File: src/rtl/rf_hazard_ctrl_pkg.sv
// rf_hazard_ctrl_pkg: shared register-file constants and the pending-counter width helper
package rf_hazard_ctrl_pkg;
  localparam int REG_ADDR_LEN = 3;
  localparam int REG_FILE_SIZE = 8;
  localparam int MAX_INFLIGHT = 3;
  localparam int R0 = 0;
  function automatic int cnt_w(input int max_cnt);
    return $clog2(max_cnt + 1);
  endfunction
endpackage

File: src/rtl/rf_pend_cnt.sv
// rf_pend_cnt: per-register saturating pending-write counter
//   i_clk/i_rst  clock, synchronous active-high reset
//   i_inc        an accepted writer targets this register
//   i_dec        a writer to this register retires
//   o_cnt        registered pending count
//   o_underflow  retire seen while the count is already zero
module rf_pend_cnt import rf_hazard_ctrl_pkg::*; #(
  parameter int p_MAX = MAX_INFLIGHT,
  parameter int p_W = cnt_w(p_MAX)
) (
  input  logic           i_clk,
  input  logic           i_rst,
  input  logic           i_inc,
  input  logic           i_dec,
  output logic [p_W-1:0] o_cnt,
  output logic           o_underflow
);
  logic [p_W-1:0] cnt_q, cnt_d;
  logic up, dn;
  // simultaneous inc and dec cancel; a retire against zero leaves the count alone
  always_comb begin
    up = i_inc && !i_dec && cnt_q != p_W'(p_MAX);
    dn = i_dec && !i_inc && cnt_q != '0;
    cnt_d = up ? cnt_q + 1'b1 : dn ? cnt_q - 1'b1 : cnt_q;
    o_underflow = i_dec && cnt_q == '0;
  end
  always_ff @(posedge i_clk) cnt_q <= i_rst ? '0 : cnt_d;
  assign o_cnt = cnt_q;
endmodule

File: src/rtl/rf_hazard_ctrl.sv
// rf_hazard_ctrl: register scoreboard and decode issue controller for the RiSC-16 register file
//   i_clk/i_rst                      clock, synchronous active-high reset
//   i_issue_valid, i_flush           decode handshake; flush kills the decode instruction
//   i_src1/2, i_src1/2_used          source registers and their use flags
//   i_tgt, i_tgt_we                  destination register and write enable
//   o_issue_ready                    combinational: no source hazard and target not saturated
//   i_ret_valid, i_ret_tgt           retire (writeback or squash) of an in-flight writer
//   o_busy_mask                      bit n = register n has pending writes (bit 0 always 0)
//   o_err                            sticky: retire to a register with nothing pending
// Optional macro RF_HAZARD_WB_BYPASS_EN: a source whose last pending writer retires
// this cycle is readable now, matching the register file's write-then-read behaviour.
module rf_hazard_ctrl import rf_hazard_ctrl_pkg::*; #(
  parameter int p_REG_ADDR_LEN = REG_ADDR_LEN,
  parameter int p_REG_FILE_SIZE = REG_FILE_SIZE,
  parameter int p_MAX_INFLIGHT = MAX_INFLIGHT
) (
  input  logic                       i_clk,
  input  logic                       i_rst,
  input  logic                       i_issue_valid,
  input  logic [p_REG_ADDR_LEN-1:0]  i_src1,
  input  logic [p_REG_ADDR_LEN-1:0]  i_src2,
  input  logic                       i_src1_used,
  input  logic                       i_src2_used,
  input  logic [p_REG_ADDR_LEN-1:0]  i_tgt,
  input  logic                       i_tgt_we,
  input  logic                       i_flush,
  output logic                       o_issue_ready,
  input  logic                       i_ret_valid,
  input  logic [p_REG_ADDR_LEN-1:0]  i_ret_tgt,
  output logic [p_REG_FILE_SIZE-1:0] o_busy_mask,
  output logic                       o_err
);
  localparam int CW = cnt_w(p_MAX_INFLIGHT);
  logic [CW-1:0] cnt [p_REG_FILE_SIZE];
  logic [p_REG_FILE_SIZE-1:1] uf;
  logic haz1, haz2, tgt_full, accept, err_q, err_d;
  assign cnt[R0] = '0;
  for (genvar g = 1; g < p_REG_FILE_SIZE; g++) begin : g_cnt
    rf_pend_cnt #(.p_MAX(p_MAX_INFLIGHT), .p_W(CW)) u_cnt (
      .i_clk(i_clk),
      .i_rst(i_rst),
      .i_inc(accept && i_tgt_we && i_tgt == p_REG_ADDR_LEN'(g)),
      .i_dec(i_ret_valid && i_ret_tgt == p_REG_ADDR_LEN'(g)),
      .o_cnt(cnt[g]),
      .o_underflow(uf[g])
    );
  end
  // r0's counter is tied to zero, so r0 sources are never hazards and r0 targets never fill
  always_comb begin
    haz1 = i_src1_used && i_src1 != '0 && cnt[i_src1] != '0;
    haz2 = i_src2_used && i_src2 != '0 && cnt[i_src2] != '0;
`ifdef RF_HAZARD_WB_BYPASS_EN
    haz1 = haz1 && !(i_ret_valid && i_ret_tgt == i_src1 && cnt[i_src1] == CW'(1));
    haz2 = haz2 && !(i_ret_valid && i_ret_tgt == i_src2 && cnt[i_src2] == CW'(1));
`endif
    tgt_full = i_tgt_we && i_tgt != '0 && cnt[i_tgt] == CW'(p_MAX_INFLIGHT);
    o_issue_ready = !haz1 && !haz2 && !tgt_full;
    accept = i_issue_valid && o_issue_ready && !i_flush;
    err_d = err_q || |uf;
    for (int n = 0; n < p_REG_FILE_SIZE; n++) o_busy_mask[n] = cnt[n] != '0;
  end
  always_ff @(posedge i_clk) err_q <= i_rst ? 1'b0 : err_d;
  assign o_err = err_q;
endmodule

File: config.mk
export PLATFORM = sky130hd
export DESIGN_NAME = rf_hazard_ctrl
export DESIGN_NICKNAME = d
export VERILOG_FILES = /design/src/rtl/rf_hazard_ctrl_pkg.sv /design/src/rtl/rf_pend_cnt.sv /design/src/rtl/rf_hazard_ctrl.sv
export SDC_FILE = /design/constraint.sdc
export NUM_CORES = 1
export LEC_CHECK = 0
export ABC_CLOCK_PERIOD_IN_PS = 3300
export CAP_MARGIN = 5
export CORE_ASPECT_RATIO = 1.2
export CORE_MARGIN = 4
export CORE_UTILIZATION = 25
export DETAILED_ROUTE_END_ITERATION = 6
export GPL_TIMING_DRIVEN = 0
export MAX_ROUTING_LAYER = met4
export SLEW_MARGIN = 20
export SYNTH_ARGS = -nofsm -noshare
export SYNTH_HDL_FRONTEND = slang
export SYNTH_SLANG_ARGS = --single-unit
File: constraint.sdc
create_clock -name i_clk -period 3.3 [get_ports i_clk]
set_input_delay 0.33 -clock i_clk [delete_from_list [all_inputs] [get_ports i_clk]]
set_output_delay 0.33 -clock i_clk [all_outputs]
set_load 0.02 [all_outputs]
# Word level (Yosys, flattened, before mapping)
# Cells that the tools add are included.
[totals]
regBits = 15
in_bits = 20
out_inout_bits = 10
wordCells = 179
[op_classes]
n_addsub = 14
n_lt_le_gt_ge = 3
eq_ne = 22
muxes = 23
bitwise = 3
reduce_logical = 106
[ops]
columns = ["operator", "count"]
rows = [
  ["logical AND 1 bit", 60],
  ["two-way mux 2 bit", 20],
  ["nonzero test 2 bit", 16],
  ["equality test 3 bit, second input constant", 8],
  ["binary-select mux 2 bit (select 3 bit)", 3],
  ["zero test 1 bit", 18],
  ["adder 2 x 1 -> 2 bit, second input constant", 7],
  ["zero test 2 bit", 7],
  ["!= test 2 bit, second input constant", 7],
  ["subtractor 2 x 1 -> 2 bit, second input constant", 7],
  ["equality test 3 x 2 -> 1 bit, second input constant", 4],
  [">= comparator 4 bit, second input constant", 3],
  ["NOT 3 -> 4 bit", 3],
  ["nonzero test 3 bit", 3],
  ["OR reduction 7 bit", 1],
  ["equality test 3 x 1 -> 1 bit, second input constant", 2],
  ["equality test 2 bit, second input constant", 1],
  ["logical OR 1 bit", 1],
]

# Depth between registers and ports, before layout
[depth]
word_depth = 18
depth_mapped = 9

# Hierarchy
# Synthesis repeated with hierarchy kept, for this count alone.
[unflattened]
cells_unflattened = 165
hier_area_um2 = 1325.0
[by_module_without_submodules]
columns = ["module", "n_inst", "cells_each", "area_per_inst_um2", "seq_area_each_um2"]
rows = [
  ["rf_pend_cnt", 7, 13, 118.9, 40.0],
  ["rf_hazard_ctrl", 1, 74, 493.0, 20.0],
]

# Worst setup path after synthesis
# No wires, ideal clock.
[synth_timing]
kind = "input port to flip-flop"
from = "input port i_tgt[0]"
to = "register g_cnt[1].u_cnt.cnt_q[0]"
setup_ps = 132
arrival_ps = 2331
slack_ps = 838
cell_stages = 9
n_path_buf = 2
cell_sequence = "buf_6 mux2_4 a221o_1 o211a_1 or3_4 buf_6 nor4b_1 o21a_1 nor3_1"
[synth_via]
elab_chain_cells = 16
word_cells_on_any_way = 22
classes_between = "eq/ne (2); mux (4); bitwise (1); reduce/logical (15)"
[synth_rtl]
columns = ["item", "line", "source"]
rows = [
  ["start, declared", "rf_hazard_ctrl.sv:24", "input logic [p_REG_ADDR_LEN-1:0] i_tgt,"],
  ["NOT 3 -> 4 bit (implied by the code)", "rf_hazard_ctrl.sv:56", "tgt_full = i_tgt_we && i_tgt != '0 && cnt[i_tgt] == CW'(p_MAX_INFLIGHT);"],
  ["binary-select mux 2 bit (select 3 bit)", "rf_hazard_ctrl.sv:56", ""],
  ["two-way mux 2 bit (implied by the code) (2 in series)", "rf_hazard_ctrl.sv:56", ""],
  ["equality test 2 bit", "rf_hazard_ctrl.sv:56", ""],
  ["logical AND 1 bit", "rf_hazard_ctrl.sv:56", ""],
  ["zero test 1 bit", "rf_hazard_ctrl.sv:57", "o_issue_ready = !haz1 && !haz2 && !tgt_full;"],
  ["logical AND 1 bit", "rf_hazard_ctrl.sv:57", ""],
  ["logical AND 1 bit (2 in series)", "rf_hazard_ctrl.sv:58", "accept = i_issue_valid && o_issue_ready && !i_flush;"],
  ["logical AND 1 bit", "rf_hazard_ctrl.sv:42", ".i_inc(accept && i_tgt_we && i_tgt == p_REG_ADDR_LEN'(g)),"],
  ["logical AND 1 bit (*)", "rf_hazard_ctrl.sv:42", ""],
  ["zero test 1 bit", "rf_pend_cnt.sv:23", "dn = i_dec && !i_inc && cnt_q != '0;"],
  ["logical AND 1 bit (2 in series)", "rf_pend_cnt.sv:23", ""],
  ["nonzero test 2 bit (no line)", "-", ""],
  ["end signal, assigned", "rf_pend_cnt.sv:27", "always_ff @(posedge i_clk) cnt_q <= i_rst ? '0 : cnt_d;"],
  ["end, declared", "rf_pend_cnt.sv:18", "logic [p_W-1:0] cnt_q, cnt_d;"],
]
# Every way passes the cells marked *; elsewhere a longest branch is shown, timed or not. The select of a mux whose other input is x is not followed.
# A chain may end at the register's enable or synchronous reset.

# Worst setup path after layout
[layout_timing]
from = "input port i_src1[1]"
to = "output port o_issue_ready"
[layout_via]
elab_chain_cells = 9
word_cells_on_any_way = 11
classes_between = "mux (3); bitwise (1); reduce/logical (7)"
[layout_rtl]
columns = ["item", "line", "source"]
rows = [
  ["start, declared", "rf_hazard_ctrl.sv:20", "input logic [p_REG_ADDR_LEN-1:0] i_src1,"],
  ["NOT 3 -> 4 bit (implied by the code)", "rf_hazard_ctrl.sv:50", "haz1 = i_src1_used && i_src1 != '0 && cnt[i_src1] != '0;"],
  ["binary-select mux 2 bit (select 3 bit)", "rf_hazard_ctrl.sv:50", ""],
  ["two-way mux 2 bit (implied by the code) (2 in series)", "rf_hazard_ctrl.sv:50", ""],
  ["nonzero test 2 bit", "rf_hazard_ctrl.sv:50", ""],
  ["logical AND 1 bit (*)", "rf_hazard_ctrl.sv:50", ""],
  ["zero test 1 bit (*)", "rf_hazard_ctrl.sv:57", ""],
  ["logical AND 1 bit (*) (2 in series)", "rf_hazard_ctrl.sv:57", ""],
  ["end, declared", "rf_hazard_ctrl.sv:27", "output logic o_issue_ready,"],
]
# Marks and branches as above.

==> insert_results.sql <==
INSERT INTO impl_metrics (metric_group, metric, value, unit) VALUES
('routing', 'total_via_count_in_the_routed_design', '1334', ''),
('logic_synthesis', 'number_of_enable_flip_flop_cells_after_synthesis', '0', ''),
('placed_design', 'place.gp.congestion', '0.786', ''),
('logic_synthesis', 'synth_area_per_cell', '7.88', 'um^2'),
('routing', 'finalWirelength', '3.55', 'mm'),
('die', 'start_util', '26.0', '%'),
('routing', 'route.detailed.vias_per_inst', '5.27', ''),
('clock_tree', 'max-clock-path-buffers', '2', ''),
('global_routing', 'grt_overflow', '0', ''),
('worst_setup_path', 'cell_chain_of_the_critical_path', 'clkdlybuf4s50_1 -> or3b_1 -> o211a_1 -> o31a_1 -> a32o_1 -> buf_2 -> a21oi_1 -> dlymetal6s2s_1', ''),
('logic_synthesis', 'synth_sequential_area_ratio', '23.4', '%'),
('run', 'drv_cap', '0', ''),
('cells_and_area', 'num-fill-cells', '528', ''),
('global_routing', 'via_count_of_the_first_global_routing_pass', '1219', ''),
('clock_tree', 'cts_buffers', '3', ''),
('placed_design', 'post-dp-hpwl', '2.74', 'mm'),
('sta', 'slew_of_the_pin_with_the_lowest_slew_margin', '0.516', 'ns'),
('die', 'die_height', '86.5', 'um'),
('power', 'cellLeakagePower', '0.595', 'nW'),
('cells_and_area', 'fin_nets', '214', ''),
('worst_setup_path', 'worstSetupPathDepth', '8', ''),
('logic_synthesis', 'synth_area', '1280', 'um^2'),
('status', 'status', 'finished clean', ''),
('logic_synthesis', 'synthesis.yosys.warnings', '0', ''),
('worst_setup_path', 'worst_path_max_delay_cell', 'clkdlybuf4s50_1', ''),
('sta', 'timing.hold.ws', '0.523', 'ns'),
('die', 'pin_count', '30', ''),
('logic_synthesis', 'post_synth_inst_count', '163', ''),
('placed_design', 'place.detailed.instances', '249', ''),
('worst_setup_path', 'critical_path.startpoint_type', 'input pin', ''),
('logic_synthesis', 'synth_top_flop_cell', 'dfxtp_1', ''),
('cells_and_area', 'number_of_antenna_cells_inserted', '0', ''),
('min_path', 'timing.hold.worst.class', 'reg -> reg', ''),
('sta', 'max-slew-margin-rel', '65.6', '%'),
('global_routing', 'wire_length_of_the_first_global_routing_pass', '5.79', 'mm'),
('clock_tree', 'cts.repair_timing.setup_buffer_count', '0', ''),
('sta', 'report.final.setup_viol', '0', ''),
('logic_synthesis', 'synth_cell_types', '55', ''),
('clock_tree', 'cts.reportedPaths.clkPinSlew', '0.06', 'ns'),
('sta', 'min_period_over_period', '86.0', '%'),
('cells_and_area', 'post_route_cells_drive_above_1_share', '11.4', '%'),
('worst_setup_path', 'worst_setup_path_end_kind', 'output pin', ''),
('cells_and_area', 'flow.area_growth_from_synthesis', '29.8', '%'),
('worst_setup_path', 'criticalPathCategory', 'in -> out', ''),
('global_routing', 'grtUsageTotal', '11.8', '%'),
('power', 'power-per-cell-area', '261', 'nW/um^2'),
('clock_tree', 'cts.sinks', '15', ''),
('logic_synthesis', 'synth_seq_cells', '15', ''),
('worst_setup_path', 'worst-r2r-cell-count', '8', ''),
('min_path', 'worst_hold_path.num_cells', '2', ''),
('worst_setup_path', 'crit_path_max_incr_delay', '0.55', 'ns'),
('routing', 'wl_per_cell', '14.0', 'um'),
('routing', 'detailedRoute.firstIterationViolations', '86', ''),
('global_routing', 'antenna_found_initial', '0', ''),
('worst_setup_path', 'worst_path_dominant_cell_family', 'buffers and inverters', ''),
('cells_and_area', 'number_of_standard_cells_in_the_layout_taps_in_and_fillers_out', '253', ''),
('worst_setup_path', 'crit_buf_inv', '3', ''),
('power', 'worst_ir_drop_vdd', '0.0739', 'mV'),
('cells_and_area', 'multiInputGateArea', '905', 'um^2'),
('worst_setup_path', 'worst-endpoint-required', '2.97', 'ns'),
('sta', 'worst_clock_skew', '0.000647', 'ns'),
('sta', 'drv_slew', '0', ''),
('die', 'dieArea', '6360', 'um^2'),
('clock_tree', 'ctsRootBufferMaster', 'clkbuf_8', ''),
('logic_synthesis', 'syn_nets', '183', ''),
('routing', 'count_of_antenna_violating_nets_left_after_detailed_routing', '0', ''),
('die', 'die_width', '73.4', 'um'),
('routing', 'first_pass_iters', '4', ''),
('sta', 'rsz_0062_raised_after_global_routing', 'no', ''),
('die', 'row_count', '28', ''),
('sta', 'final_hold_viol_count', '0', '');
-- synthesized netlist by cell type (2+ instances only) --
master / number / area [um^2]
o21a_1: 2 / 15.0
o41a_1: 2 / 22.5
inv_1: 8 / 30.0
or2_2: 2 / 12.5
nand2b_1: 6 / 37.5
a221oi_1: 3 / 26.3
nor3b_1: 2 / 15.0
o21ai_0: 13 / 65.1
nor3_1: 7 / 35.0
dfxtp_1: 15 / 300
a211oi_1: 2 / 15.0
mux4_2: 2 / 45.0
nor4b_2: 2 / 30.0
a221o_1: 2 / 20.0
nand3_1: 5 / 25.0
a21oi_1: 10 / 50.1
a31oi_1: 2 / 12.5
nor2_1: 17 / 63.8
xnor2_1: 2 / 17.5
o211a_1: 2 / 20.0
nand4_1: 2 / 12.5
or3b_2: 2 / 17.5
nor4_2: 2 / 25.0
nand2_1: 12 / 45.0
buf_6: 2 / 22.5
nor4b_1: 2 / 17.5
nor2b_1: 3 / 18.8
clkbuf_1: 4 / 15.0
o22ai_1: 2 / 12.5
-- sequential cells by signal (all words and copies together), names as in the netlist --
signal             flops
o_err                  1
g_cnt.u_cnt.o_cnt     14
-- metrics by stage --
step / instance area, um^2 / util (%) / setup slack (ns) / total power, mW
3_5_place_dp: 1620 / 32.8 / 0.0626 / 0.284
6_report: 1670 / 33.8 / 0.461 / 0.435
2_1_floorplan: 1280 / - / 0.838 / 0.241
4_1_cts: 1670 / 33.7 / 0.0393 / 0.438
5_1_grt: 1670 / 33.8 / 0.308 / 0.455
3_3_place_gp: 1620 / 32.8 / 0.0604 / 0.284
-- tightest hold or removal path, delay by kind of cell, from the launching register on --
kind,cells,cell delay [ns]
flip-flops,1,0.34
AO/OA/AOI/OAI,2,0.14
-- report_power, final --
| group | leakage (nW) | internal (mW) | switching [mW] |
|---|---|---|---|
| registers | 0.121 | 0.183 | 0.00179 |
| logic | 0.451 | 0.0459 | 0.0495 |
| clock network | 0.0228 | 0.0857 | 0.0692 |
| total | 0.595 | 0.315 | 0.120 |
-- cell families after synthesis --
| group | synth area share [%] |
|---|---|
| muxes | 6.33 |
| and+or+nand+nor | 36.9 |
| xor gates and xnor gates | 2.05 |
| DFF | 23.4 |
| buffers and inverters | 6.23 |
| AOI/OAI and AO/OA | 24.8 |
| other | 0.292 |
-- metal layers --
| metal | share of wire [%] | vias to the layer above | track usage [%] |
|---|---|---|---|
| li1 | - | 675 | - |
| met5 | 0 | - | - |
| met3 | 8.3 | 5 | 1.97 |
| met1 | 47 | 615 | 16.3 |
| met4 | 1.4 | 0 | 3.95 |
| met2 | 43 | 39 | 17.3 |
-- path summary, 6_finish.rpt --
path	startpoint	endpoint	slack (ns)
max reg2reg	g_cnt[3].u_cnt.o_cnt[1]$_SDFFE_PP0P_	g_cnt[3].u_cnt.o_cnt[0]$_SDFFE_PP0P_	0.76
min	g_cnt[2].u_cnt.o_cnt[1]$_SDFFE_PP0P_	g_cnt[2].u_cnt.o_cnt[1]$_SDFFE_PP0P_	0.52
max	i_src1[1]	o_issue_ready	0.46
min reg2reg	g_cnt[2].u_cnt.o_cnt[1]$_SDFFE_PP0P_	g_cnt[2].u_cnt.o_cnt[1]$_SDFFE_PP0P_	0.52
-- area by class of cell --
cell class                      instances  share of cell area [%]
Buffer                                  8                    3.00
Clock buffer                            4                    2.70
Tap cell                               60                    4.50
Inverter                                8                    1.80
Timing Repair Buffer                   26                    15.8
Multi-Input combinational cell        132                    54.2
Sequential cell                        15                    18.0
-- cells in the final DEF (no fill, tap or decap), types with 5 or more instances in the layout --
cell type         n
nor2_1           17
o21ai_0          13
nand2b_1          6
dfxtp_1          15
inv_1             8
nand2_1          12
nand3_1           5
nor3_1            7
clkbuf_1          5
a21oi_1          10
clkdlybuf4s50_1  25
-- what timing repair did --
item                                    in CTS  in global routing
endpoints found under the setup margin       0                  1
gates resized for setup                      0                  1
hold buffers                                 0                  0
(Power assumes the default switching activity.)
